--- config.mk ---
export PLATFORM = sky130hd
export DESIGN_NAME = imem_loader_flat
export DESIGN_NICKNAME = d
export VERILOG_FILES = /design/src/rtl/imem_loader_if.sv /design/src/rtl/imem_loader.sv /design/src/flat_wrapper.sv
export SDC_FILE = /design/constraint.sdc
export NUM_CORES = 1
export LEC_CHECK = 0
export ABC_AREA = 1
export BUFFER_PORTS_ARGS = -buffer_cell sky130_fd_sc_hd__buf_2
export CORE_MARGIN = 2
export CORE_UTILIZATION = 58
export CTS_CLUSTER_DIAMETER = 50
export CTS_CLUSTER_SIZE = 30
export DETAILED_ROUTE_END_ITERATION = 8
export MAX_ROUTING_LAYER = met4
export PLACE_DENSITY = 0.76
export SYNTH_ARGS = -nofsm -noshare
export SYNTH_HDL_FRONTEND = slang
export SYNTH_SLANG_ARGS = --single-unit
--- constraint.sdc ---
create_clock -name clk -period 2.3 [get_ports clk]
set_input_delay 0.115 -clock clk [delete_from_list [all_inputs] [get_ports clk]]
set_output_delay 0.115 -clock clk [all_outputs]
set_load 0.01 [all_outputs]
--- src/rtl/imem_loader_if.sv ---
// Byte-stream input and RAM write port of the instruction-memory loader.
// master = the loader itself, slave = the byte source / RAM side.
interface imem_loader_if #(
    parameter int ADDR_W = 10,
    parameter int DATA_W = 32
);
    logic              byte_valid;
    logic [7:0]        byte_data;
    logic              byte_ready;
    logic              we;
    logic [ADDR_W-1:0] wa;
    logic [DATA_W-1:0] wd;

    modport master (
        input  byte_valid,
        input  byte_data,
        output byte_ready,
        output we,
        output wa,
        output wd
    );

    modport slave (
        output byte_valid,
        output byte_data,
        input  byte_ready,
        input  we,
        input  wa,
        input  wd
    );
endinterface

--- src/rtl/imem_loader.sv ---
// Instruction RAM loader: packs a little-endian byte stream into 32-bit words,
// writes them to word addresses 0..N-1 and holds the CPU for the duration.
module imem_loader #(
    parameter int ADDR_W = 10,
    parameter int DATA_W = 32
) (
    input  logic              clk,
    input  logic              reset_n,
    input  logic              start,
    input  logic              abort,
    input  logic [ADDR_W:0]   word_count,
    imem_loader_if.master     bus,
    output logic              busy,
    output logic              cpu_hold,
    output logic              done,
    output logic              err
);

    localparam logic [1:0] ST_IDLE    = 2'd0;
    localparam logic [1:0] ST_COLLECT = 2'd1;
    localparam logic [1:0] ST_WRITE   = 2'd2;
    localparam logic [1:0] ST_DONE    = 2'd3;

    localparam logic [ADDR_W:0]   CAP       = {1'b1, {ADDR_W{1'b0}}};
    localparam logic [ADDR_W:0]   CNT_ZERO  = {(ADDR_W+1){1'b0}};
    localparam logic [ADDR_W:0]   CNT_ONE   = {{ADDR_W{1'b0}}, 1'b1};
    localparam logic [ADDR_W-1:0] ADDR_ZERO = {ADDR_W{1'b0}};
    localparam logic [ADDR_W-1:0] ADDR_ONE  = {{(ADDR_W-1){1'b0}}, 1'b1};
    localparam logic [DATA_W-1:0] WORD_ZERO = {DATA_W{1'b0}};

    logic [1:0]        state_r, state_s;
    logic [ADDR_W:0]   count_r, count_s;
    logic [ADDR_W-1:0] addr_r, addr_s;
    logic [1:0]        lane_r, lane_s;
    logic [DATA_W-1:0] word_r, word_s;
    logic [ADDR_W-1:0] wa_r, wa_s;
    logic [DATA_W-1:0] wd_r, wd_s;
    logic              err_r, err_s;
    logic              byte_ready_r, byte_ready_s;
    logic              we_r, we_s;
    logic              busy_r, busy_s;
    logic              done_r, done_s;
    logic              accept_s;
    logic              last_word_s;

    assign accept_s    = bus.byte_valid & byte_ready_r;
    assign last_word_s = ({1'b0, addr_r} == (count_r - CNT_ONE));

    // Next-state logic; outputs are derived from the next state so they come out registered.
    always_comb begin
        state_s = state_r;
        count_s = count_r;
        addr_s  = addr_r;
        lane_s  = lane_r;
        word_s  = word_r;
        wa_s    = wa_r;
        wd_s    = wd_r;
        err_s   = err_r;

        case (state_r)
            ST_IDLE, ST_DONE: begin
                if (start) begin
                    addr_s = ADDR_ZERO;
                    lane_s = 2'd0;
                    word_s = WORD_ZERO;
                    // Oversized loads are clamped to capacity so the address never wraps.
                    if (word_count > CAP) begin
                        count_s = CAP;
                        err_s   = 1'b1;
                    end else begin
                        count_s = word_count;
                        err_s   = 1'b0;
                    end
                    if (word_count == CNT_ZERO) begin
                        state_s = ST_DONE;
                    end else begin
                        state_s = ST_COLLECT;
                    end
                end else begin
                    state_s = state_r;
                end
            end

            ST_COLLECT: begin
                if (abort) begin
                    state_s = ST_IDLE;
                end else if (accept_s) begin
                    word_s[{lane_r, 3'b000} +: 8] = bus.byte_data;
                    if (lane_r == 2'd3) begin
                        state_s = ST_WRITE;
                        wa_s    = addr_r;
                        wd_s    = word_s;
                    end else begin
                        lane_s = lane_r + 2'd1;
                    end
                end else begin
                    state_s = ST_COLLECT;
                end
            end

            ST_WRITE: begin
                if (abort) begin
                    state_s = ST_IDLE;
                end else if (last_word_s) begin
                    state_s = ST_DONE;
                end else begin
                    state_s = ST_COLLECT;
                    addr_s  = addr_r + ADDR_ONE;
                    lane_s  = 2'd0;
                    word_s  = WORD_ZERO;
                end
            end

            default: begin
                state_s = ST_IDLE;
            end
        endcase

        byte_ready_s = (state_s == ST_COLLECT);
        we_s         = (state_s == ST_WRITE);
        busy_s       = (state_s == ST_COLLECT) || (state_s == ST_WRITE);
        done_s       = (state_s == ST_DONE);
    end

    // State and output registers.
    always_ff @(posedge clk or negedge reset_n) begin
        if (!reset_n) begin
            state_r      <= ST_IDLE;
            count_r      <= CNT_ZERO;
            addr_r       <= ADDR_ZERO;
            lane_r       <= 2'd0;
            word_r       <= WORD_ZERO;
            wa_r         <= ADDR_ZERO;
            wd_r         <= WORD_ZERO;
            err_r        <= 1'b0;
            byte_ready_r <= 1'b0;
            we_r         <= 1'b0;
            busy_r       <= 1'b0;
            done_r       <= 1'b0;
        end else begin
            state_r      <= state_s;
            count_r      <= count_s;
            addr_r       <= addr_s;
            lane_r       <= lane_s;
            word_r       <= word_s;
            wa_r         <= wa_s;
            wd_r         <= wd_s;
            err_r        <= err_s;
            byte_ready_r <= byte_ready_s;
            we_r         <= we_s;
            busy_r       <= busy_s;
            done_r       <= done_s;
        end
    end

    assign bus.byte_ready = byte_ready_r;
    assign bus.we         = we_r;
    assign bus.wa         = wa_r;
    assign bus.wd         = wd_r;
    assign busy           = busy_r;
    assign cpu_hold       = busy_r;
    assign done           = done_r;
    assign err            = err_r;

endmodule
--- src/flat_wrapper.sv ---
// flat-port wrapper written by rule: the top's interface ports become plain ports
module imem_loader_flat 
#(
    parameter int ADDR_W = 10,
    parameter int DATA_W = 32
)
  (clk, reset_n, start, abort, word_count, busy, cpu_hold, done, err, bus_byte_valid, bus_byte_data, bus_byte_ready, bus_we, bus_wa, bus_wd);
  imem_loader_if #(.ADDR_W(ADDR_W), .DATA_W(DATA_W)) bus_i ();
  input  logic clk;
  input  logic reset_n;
  input  logic start;
  input  logic abort;
  input  logic [ADDR_W:0] word_count;
  output logic busy;
  output logic cpu_hold;
  output logic done;
  output logic err;
  input wire logic [$bits(bus_i.byte_valid)-1:0] bus_byte_valid;
  input wire logic [$bits(bus_i.byte_data)-1:0] bus_byte_data;
  output wire logic [$bits(bus_i.byte_ready)-1:0] bus_byte_ready;
  output wire logic [$bits(bus_i.we)-1:0] bus_we;
  output wire logic [$bits(bus_i.wa)-1:0] bus_wa;
  output wire logic [$bits(bus_i.wd)-1:0] bus_wd;
  assign bus_i.byte_valid = bus_byte_valid;
  assign bus_i.byte_data = bus_byte_data;
  assign bus_byte_ready = bus_i.byte_ready;
  assign bus_we = bus_i.we;
  assign bus_wa = bus_i.wa;
  assign bus_wd = bus_i.wd;
  imem_loader #(.ADDR_W(ADDR_W), .DATA_W(DATA_W)) u_core (.clk(clk), .reset_n(reset_n), .start(start), .abort(abort), .word_count(word_count), .bus(bus_i), .busy(busy), .cpu_hold(cpu_hold), .done(done), .err(err));
endmodule
==> results.md, run 1 <==
* Outcome: finished, final reports clean
* Sink Count at 104
* Hold path endpoint: u_core.count_r[2]
* Vias in the first global route at 4888
* Clock Path Buffers at 2
* Critical R2R Capture: u_core.busy
* Initial Util at 59.92%
* Antenna violations before repair at 0
* Syn Area/Cell at 7.846 µm²
* Via density at 5.513
* First-pass GRT wire length at 22780 µm
* Multi-input logic area at 2450 µm²
* Syn Inst Count at 709
* Hold Path Cell Cnt at 3
* PD cells at 1167 nW/µm²
* Reg2Reg Depth at 15
* Actual slew at the worst max-slew pin at 562.7 ps
* Crit. End Element: register
* Antenna viol nets, final at 0
* Synth-to-Final Area Change at 13.88%
* Final Skew at 21.44 ps
* Critical Path AT at 2450 ps
* Hold_ws at 8.371 ps
* Internal reg-to-reg setup slack at 180 ps
* DRC viols at 0
* Most common cell after layout, fill and taps aside: nand2_1
* TNS Setup at 0 ps
* Max IR drop VDD at 0.0007909 V
* Final core occ at 68.23%
* Unrepaired setup endpoints after global routing: no
* Commonest non-fill, non-tap cells in the layout: nand2_1, dfrtp_1, nor2_1
* Final hold violation count at 0
* Gpl congestion at 0.8945
* Fill count at 819
* Synth Cell Area at 5563 µm²
* Pre-CTS setup slack at 123.8 ps
* # rows at 35
* GRT overflow at 0
* Number of synthesized register bits at 104
* Final WL at 13700 µm
* Initial DRC count at 269
* ANT cells at 0
* Post-route cell area at 6335 µm²
* Library cells used by synthesis at 40
* Post-synthesis sequential area ratio at 46.78%
* Hold Startpoint: word_count[2]
* NumNets Final at 817
* DRT Pass-1 Iters at 5
* Num CTS Buffers at 9
* Placed insts at 894
* PortBufs at 71
* Die W at 101.9 µm
* Core area at 9284 µm²
* Slew headroom at 62.46%
* Crit share post-route at 92.16%
* Setup crit start kind: register
* CTS tree: built
* Non-filler cells, final at 914
* Via Count at 5039
* Clk_lat worst skew at 380 ps
* Clk root buf: clkbuf_8
* Die Span Y at 101.9 µm
* Final worst path period need at 2120 ps
* H-tree depth reported by CTS at 3
* Fmax at 471.7 MHz
* Worst Hold Class: input port to register
* Leak at 3.408 nW
* # Max-Cap Violations at 0
* Design Power at 7.391 mW
* Pin count of the biggest net entering global routing at 47
* Final worst slack at 180.2 ps
* Setup bufs post-CTS at 0
* Syn_nets at 746
* Worst Path Max Fanout at 4
* WL/cell at 14.98 µm
* R2R Path Start: u_core.count_r[0]
* Placed cell area at 6098 µm²
* Ys async rst share at 100.0%
* Worst EP required at 2630 ps
* Worst-path clk slew at 110 ps
* Share of layout cells above drive strength 1 at 15.92%
* Synth Warn # at 0
* Slew Limit Fails at 0
* Crit path kind: register to register
* Die area at 10390 µm²
* Final setup vio count at 0
* FF/Latch Area at 2603 µm²
* GRT Overall Usage at 28.53%
* HPWL after detailed placement at 9951 µm
* Most used flip-flop cell after synthesis: dfrtp_1
* Boundary Pins at 72
* Post-synth EDFFs at 0
[worst max-delay path by stage]
stage                              endpoint  cells past startpoint  slack [ps]              start
after floorplan           u_core.word_r[25]                      8         220   u_core.lane_r[0]
after CTS                 u_core.word_r[18]                     10         110  u_core.state_r[0]
final                           u_core.busy                     15         180  u_core.count_r[0]
after detailed placement  u_core.word_r[27]                      9         120  u_core.state_r[0]
after global placement    u_core.word_r[27]                     10         220  u_core.state_r[0]
after global routing       u_core.addr_r[0]                     11           5  u_core.count_r[0]
[cells in the mapped netlist, drive strengths merged (13+ instances only)]
library cell | n | share of area, %
a22oi | 16 | 2.2
nand3 | 20 | 2.2
ha | 13 | 2.9
nand4 | 46 | 5.2
nor2 | 105 | 7.3
nand2 | 171 | 12
dfrtp | 104 | 47
o22ai | 21 | 2.4
clkbuf | 16 | 1.1
buf | 17 | 2.1
inv | 91 | 6.1
a21oi | 39 | 3.5
[routing by layer]
metal / track usage (%) / share of wire, %
met5: - / 0
met4: 14.36 / 3.5
met3: 3.625 / 4.6
met2: 47.77 / 52
met1: 33.97 / 40
[repair_timing]
item | in CTS | in global routing
hold buffers | 4 | 0
endpoints found under the hold margin | 42 | 0
gates resized for setup | 0 | 3
endpoints found under the setup margin | 0 | 40
[final cells by class]
class,count,share of cell area (%)
clock buffers,10,2.173
clock inverters,6,0.8098
well taps,129,2.548
inverters,93,5.511
multi-input cells,479,38.67
repair buffers,93,9.204
flip-flops and latches,104,41.08
[registers in the layout, indices dropped and copies added (netlist names)]
register               cells
u_core.addr_r             10
u_core.bus.byte_ready      1
u_core.bus.wa             10
u_core.bus.wd             32
u_core.bus.we              1
u_core.busy                1
u_core.count_r            11
u_core.done                1
u_core.err                 1
u_core.lane_r              2
u_core.state_r             2
u_core.word_r             32
[critical path, stage by stage, from the launching register on]
cell and delay, ps:
dfrtp_1 410, inv_1 140, ha_2 230, nand2_1 90
nor2_1 140, nand2_1 70, nand2_1 80, nand2_1 50
nor2_1 140, and2_1 140, nand4_1 90, nand2_1 80
nand2_1 70, inv_1 90, ha_1 240, inv_1 50
[cells by family after synthesis]
family | Yosys count | share of synthesized area, %
AND/OR/NAND/NOR | 356 | 28.09
buffers and inverters | 126 | 9.424
flip-flops | 104 | 46.78
AO/OA/AOI/OAI | 93 | 9.964
XOR/XNOR | 14 | 2.204
adder cells (fa/ha/maj) | 13 | 2.924
multiplexers | 3 | 0.6072
[where the power goes]
part	total [mW]	internal, mW	switching (mW)
clock	1.12	0.441	0.680
sequential	2.60	2.29	0.310
combinational	3.67	1.25	2.42
total	7.39	3.98	3.41
(Power assumes the default switching activity.)
==> run 2: changes to the inputs <==
- BUFFER_PORTS_ARGS: -buffer_cell sky130_fd_sc_hd__buf_2 -> default
- CORE_UTILIZATION: 58 -> 64
- DONT_BUFFER_PORTS: default -> 1
==> run 2 against run 1 <==
Compared with the run above: the flow now finishes with violations (hold timing); non-clock buffer count shrank 64; global-route usage rose by 0.57 points; cell area is 5.6% lower; combinational power is 14% lower; sequential power increased by 7%; power is 6.0% lower; cell count decreased by 9.4%; first-iteration DRC count increased by 10%; clock power decreased by 9.8%; critical endpoint unchanged; largest power group unchanged; highest routed layer unchanged.
==> results.md, run 2 (synthesis results as in run 1) <==
* Outcome: finished with violations
* Failing checks: hold timing
* Sink Count at 104
* First-pass GRT wire length at 21860 µm
* Die W at 97.23 µm
* Boundary Pins at 72
* Max IR drop VDD at 0.0007294 V
* Met2 Resource Use GR at 50.37%
* Final Skew at 12.83 ps
* Slew Limit Fails at 0
* GRT overflow at 0
* # Max-Cap Violations at 0
* Clock Path Buffers at 2
* Antenna violations before repair at 0
* Pin count of the biggest net entering global routing at 105
* Fmax at 472.2 MHz
* Core area at 8593 µm²
* Final hold violation count at 104
* Crit. End Element: register
* Critical Path AT at 2390 ps
* PortBufs at 0
* CTS tree: built
* ANT cells at 0
* # rows at 34
* Worst EP required at 2570 ps
* DRC viols at 0
* Via density at 5.752
* Clk_lat worst skew at 370 ps
* HPWL after detailed placement at 9154 µm
* Most common cell after layout, fill and taps aside: nand2_1
* Worst Hold Class: input port to async pin
* Gpl congestion at 0.9149
* Share of layout cells above drive strength 1 at 7.083%
* Num CTS Buffers at 9
* Placed insts at 799
* H-tree depth reported by CTS at 3
* Antenna viol nets, final at 0
* Setup crit start kind: register
* Crit share post-route at 92.07%
* GRT Overall Usage at 29.10%
* Unrepaired setup endpoints after global routing: yes
* Synth-to-Final Area Change at 7.445%
* Worst Path Max Fanout at 5
* DRT Pass-1 Iters at 5
* Hold_ws at -575.3 ps
* Final WL at 12980 µm
* Initial DRC count at 297
* Worst-path clk slew at 100 ps
* Final setup vio count at 0
* Slew headroom at 65.50%
* Leak at 3.067 nW
* Final worst path period need at 2118 ps
* Crit path kind: register to register
* Post-CTS Hold Fix Bufs at 13
* Met1 usage at 34.26%
* Actual slew at the worst max-slew pin at 515.8 ps
* PD cells at 1162 nW/µm²
* Commonest non-fill, non-tap cells in the layout: nand2_1, dfrtp_1, nor2_1
* Via Count at 4763
* Final core occ at 69.55%
* Clk root buf: clkbuf_8
* NumNets Final at 753
* Initial Util at 64.73%
* WL/cell at 15.68 µm
* Die Span Y at 97.23 µm
* Gr busiest metal: met2
* Fill count at 692
* Non-filler cells, final at 828
* Vias in the first global route at 4626
* Met3 Track Usage GR at 3.957%
* Die area at 9454 µm²
==> run 2: cell count changes in the layout (fill, tap and decap cells not counted), sizes merged <==
cell,change
dlygate4sd3,+9
buf,-73
inv,-2
clkinv,+1
==> run 2: repair_timing <==
| action | CTS | global route |
|---|---|---|
| hold endpoints to repair | 119 | 104 |
| gates resized for setup | 0 | 5 |
| endpoints found under the setup margin | 0 | 29 |
| setup buffers | 0 | 1 |
==> run 2: layer usage <==
layer | routed length (µm) | vias up
met1 | 5060 | 2270
met5 | 0 | -
met3 | 680 | 28
met4 | 433 | 0
li1 | - | 2313
met2 | 6809 | 152
==> run 2: worst paths after layout <==
kind,to,slack (ps),cells after the start,startpoint
worst max-delay path,u_core.busy,180,10,u_core.state_r[1]
max in group asynchronous,u_core.count_r[1],2750,0,reset_n
worst min-delay path,u_core.bus.wd[4],-580,0,reset_n
worst max register to register,u_core.busy,180,10,u_core.state_r[1]
worst min register to register,u_core.word_r[22],480,2,u_core.word_r[22]
min in group clk,u_core.lane_r[1],20,3,abort
==> run 2: stage by stage <==
stage	area [µm²]	hold slack [ps]	worst slack [ps]	TNS [ps]	power (mW)
2_1_floorplan	5563	-180.6	218.8	0	5.086
4_1_cts	5958	-583.9	113.7	0	6.908
6_report	5977	-575.3	182.4	0	6.945
3_5_place_dp	5667	-178.4	122.7	0	5.882
5_1_grt	5977	-597.0	-34.58	-34.58	7.485
3_3_place_gp	5667	-178.4	153.6	0	5.778
==> run 2: final cells by class <==
type	instances	area, µm²	area share [%]
sequential	104	2603	43.54
multi-input combinational	479	2450	40.99
inverter	93	349.1	5.840
timing repair buffer	29	279.0	4.668
tap	108	135.1	2.261
clock buffer	10	127.6	2.135
clock inverter	5	33.78	0.5652
==> run 2: critical path: stages, from the launching register on <==
cell     delay (ps)
dfrtp_1         430
ha_1            330
inv_1            60
nor2_1          370
inv_1           140
o21ai_0         170
nor2_1           60
nand2_1         100
inv_1            70
ha_1            260
inv_1            30
==> run 2: power by group <==
group / total (mW) / internal [mW] / switching, mW
clock: 1.01 / 0.389 / 0.623
combinational: 3.15 / 1.03 / 2.11
sequential: 2.79 / 2.29 / 0.492
total: 6.94 / 3.72 / 3.23
==> run 3: changes to the inputs <==
- ABC_AREA: 1 -> 0
- CORE_MARGIN: 2 -> default
- CORE_UTILIZATION: 64 -> 50
- PLACE_DENSITY: 0.76 -> 0.61
==> run 3 against run 2 <==
Compared with the run above: the run ends with hold timing, setup timing left; synthesized cell count fell by 22%; wire length rose by 5.1%; register-to-register slack got worse by 540 ps; area after synthesis is 3.4% lower; critical endpoint is now u_core.word_r[3].
==> results.md, run 3 <==
* Worst Hold Class: input port to async pin
* Post-synth EDFFs at 0
* Number of synthesized register bits at 104
* Commonest non-fill, non-tap cells in the layout: dfrtp_1, nand2_1, buf_4
* Boundary Pins at 72
* Library cells used by synthesis at 51
* Vias in the first global route at 4407
* Outcome: finished with violations
* Post-CTS Hold Fix Bufs at 19
* Antenna viol nets, final at 0
* Share of the synthesized area in the top cell type at 48.41%
* GRT overflow at 0
* Num CTS Buffers at 9
* WL/cell at 18.32 µm
* Die Span Y at 105.7 µm
* ANT cells at 0
* Syn_nets at 591
* Post-synthesis sequential area ratio at 48.41%
* Die area at 11170 µm²
* Setup crit start kind: register
* Final core occ at 60.82%
* Share of layout cells above drive strength 1 at 17.73%
* DRT Pass-1 Iters at 6
* Final hold violation count at 104
* Failing checks: hold timing, setup timing
* R2R Path Start: u_core.count_r[1]
* Final Skew at 15.28 ps
* Actual slew at the worst max-slew pin at 542.8 ps
* Worst Path Max Fanout at 26
* Slew Limit Fails at 0
* Non-filler cells, final at 745
* Via density at 5.866
* # rows at 37
* Clk root buf: clkbuf_8
* Antenna violations before repair at 0
* Commonest cells post-synth: dfrtp_1, nand2_1, a21oi_1
* PD cells at 1122 nW/µm²
* Max IR drop VDD at 0.0007116 V
* Fmax at 375.8 MHz
* Area contributors post-synth: dfrtp_1, a221o_1, nand2_1
* Initial Util at 51.85%
* Synth Cell Area at 5376 µm²
* H-tree depth reported by CTS at 3
* Placed insts at 709
* Die W at 105.7 µm
* Crit path kind: register to register
* Core area at 10370 µm²
* Sink Count at 104
* Cell with the most instances after synthesis: dfrtp_1
* Crit. End Element: register
* Syn Inst Count at 554
* CTS tree: built
* Pre-CTS setup slack at -434.2 ps
* TNS Setup at -15240 ps
* Gpl congestion at 0.8616
* Final setup vio count at 49
* Synth-to-Final Area Change at 17.31%
* Syn Area/Cell at 9.705 µm²
* Ys async rst share at 100.0%
* HPWL after detailed placement at 9071 µm
* Critical Path AT at 2930 ps
* Hold_ws at -591.9 ps
* # Max-Cap Violations at 0
* Final worst path period need at 2661 ps
* Most common cell after layout, fill and taps aside: dfrtp_1
* Clk_lat worst skew at 390 ps
* Via Count at 4370
* Clock Path Buffers at 2
* Final WL at 13650 µm
* Final worst slack at -361.2 ps
* Worst-path clk slew at 100 ps
* Internal reg-to-reg setup slack at -360 ps
* Unrepaired setup endpoints after global routing: yes
* Crit share post-route at 115.7%
* Pin count of the biggest net entering global routing at 105
* Slew headroom at 63.53%
* Most used flip-flop cell after synthesis: dfrtp_1
* GRT Overall Usage at 26.68%
* NumNets Final at 642
* Biggest area consumer among synthesized cells: dfrtp_1
* Initial DRC count at 256
* PortBufs at 0
* Leak at 2.813 nW
* Worst EP required at 2570 ps
* Critical R2R Capture: u_core.word_r[3]
* DRC viols at 0
* First-pass GRT wire length at 22170 µm
* Reg2Reg Depth at 10
* Synth Warn # at 0
-- run 3: changes by cell type after synthesis, moves of 7 or more --
| cell | delta |
|---|---|
| a221o_1 | +32 |
| a22oi_1 | -16 |
| buf_2 | -9 |
| clkbuf_1 | +12 |
| inv_1 | -77 |
| nand2_1 | -88 |
| nand3_1 | -7 |
| nand4_1 | -42 |
| nor2_1 | -88 |
| nor2b_1 | +34 |
| nor3_1 | +32 |
| o21ai_0 | +30 |
| o22ai_1 | -20 |
-- run 3: area by class of cell --
cell class | instances | area (µm²)
Clock buffer | 11 | 141.4
Sequential cell | 104 | 2604
Fill cell | 899 | 4063
Timing Repair Buffer | 79 | 685.7
Tap cell | 136 | 170.2
Inverter | 12 | 50.05
Multi-Input combinational cell | 399 | 2611
Clock inverter | 4 | 45.04
-- run 3: repair_timing --
| item | 4_1_cts | 5_1_grt |
|---|---|---|
| gates resized for setup | 4 | 10 |
| setup buffers | 1 | 1 |
| pin swaps | 4 | 3 |
| setup endpoints to repair | 49 | 49 |
| hold endpoints to repair | 147 | 104 |
-- run 3: worst max-delay path by stage --
| stage | startpoint | to | slack, ps | cells after the start |
|---|---|---|---|---|
| floorplan | u_core.count_r[1] | u_core.word_r[10] | -410 | 11 |
| global placement | u_core.count_r[0] | u_core.busy | -410 | 11 |
| detailed placement | u_core.count_r[0] | u_core.busy | -430 | 11 |
| CTS | u_core.count_r[1] | u_core.word_r[10] | -370 | 10 |
| global route | u_core.count_r[0] | u_core.busy | -490 | 11 |
| finish | u_core.count_r[1] | u_core.word_r[3] | -360 | 10 |
-- run 3: per-layer routing --
layer	GRT usage, %	up-vias	part of all wire, %
li1	-	2105	-
met1	32.00	2135	42
met3	6.926	12	5.2
met5	-	-	0
met2	44.54	118	52
met4	7.341	0	1.4
-- run 3: power by group --
part	internal, mW	leakage, nW	switching [mW]
sequential	2.11	1.43	0.258
clock	0.522	0.0989	0.612
combinational	1.59	1.29	1.98
total	4.22	2.81	2.85
-- run 3: kinds of logic (layout without fill, tap and decap cells) --
| group | count (synthesis) | in the layout | synth area share, % |
|---|---|---|---|
| xor gates and xnor gates | 16 | 16 | 2.863 |
| buffers and inverters | 51 | 106 | 4.584 |
| muxes | 9 | 9 | 1.885 |
| adders and majority gates | 13 | 13 | 3.025 |
| DFF | 104 | 104 | 48.41 |
| AOI/OAI and AO/OA | 143 | 143 | 18.34 |
| and+or+nand+nor | 218 | 218 | 20.90 |
-- run 3: worst max-delay path, cell delays in order, from the launching register on --
cell and delay (ps):
dfrtp_1 430, inv_4 70, ha_4 120, nor3b_4 170, or4b_4 490, a2111oi_4 340, nand3_2 150, o21ai_4 210
buf_12 200, nor3_1 70, a221o_1 270
-- run 3: metrics by stage --
step,cell area (µm²),power [mW]
after floorplan,5428,4.655
after CTS,6257,7.000
after detailed placement,5852,5.785
after global placement,5852,5.695
after global routing,6307,7.541
final,6307,7.076
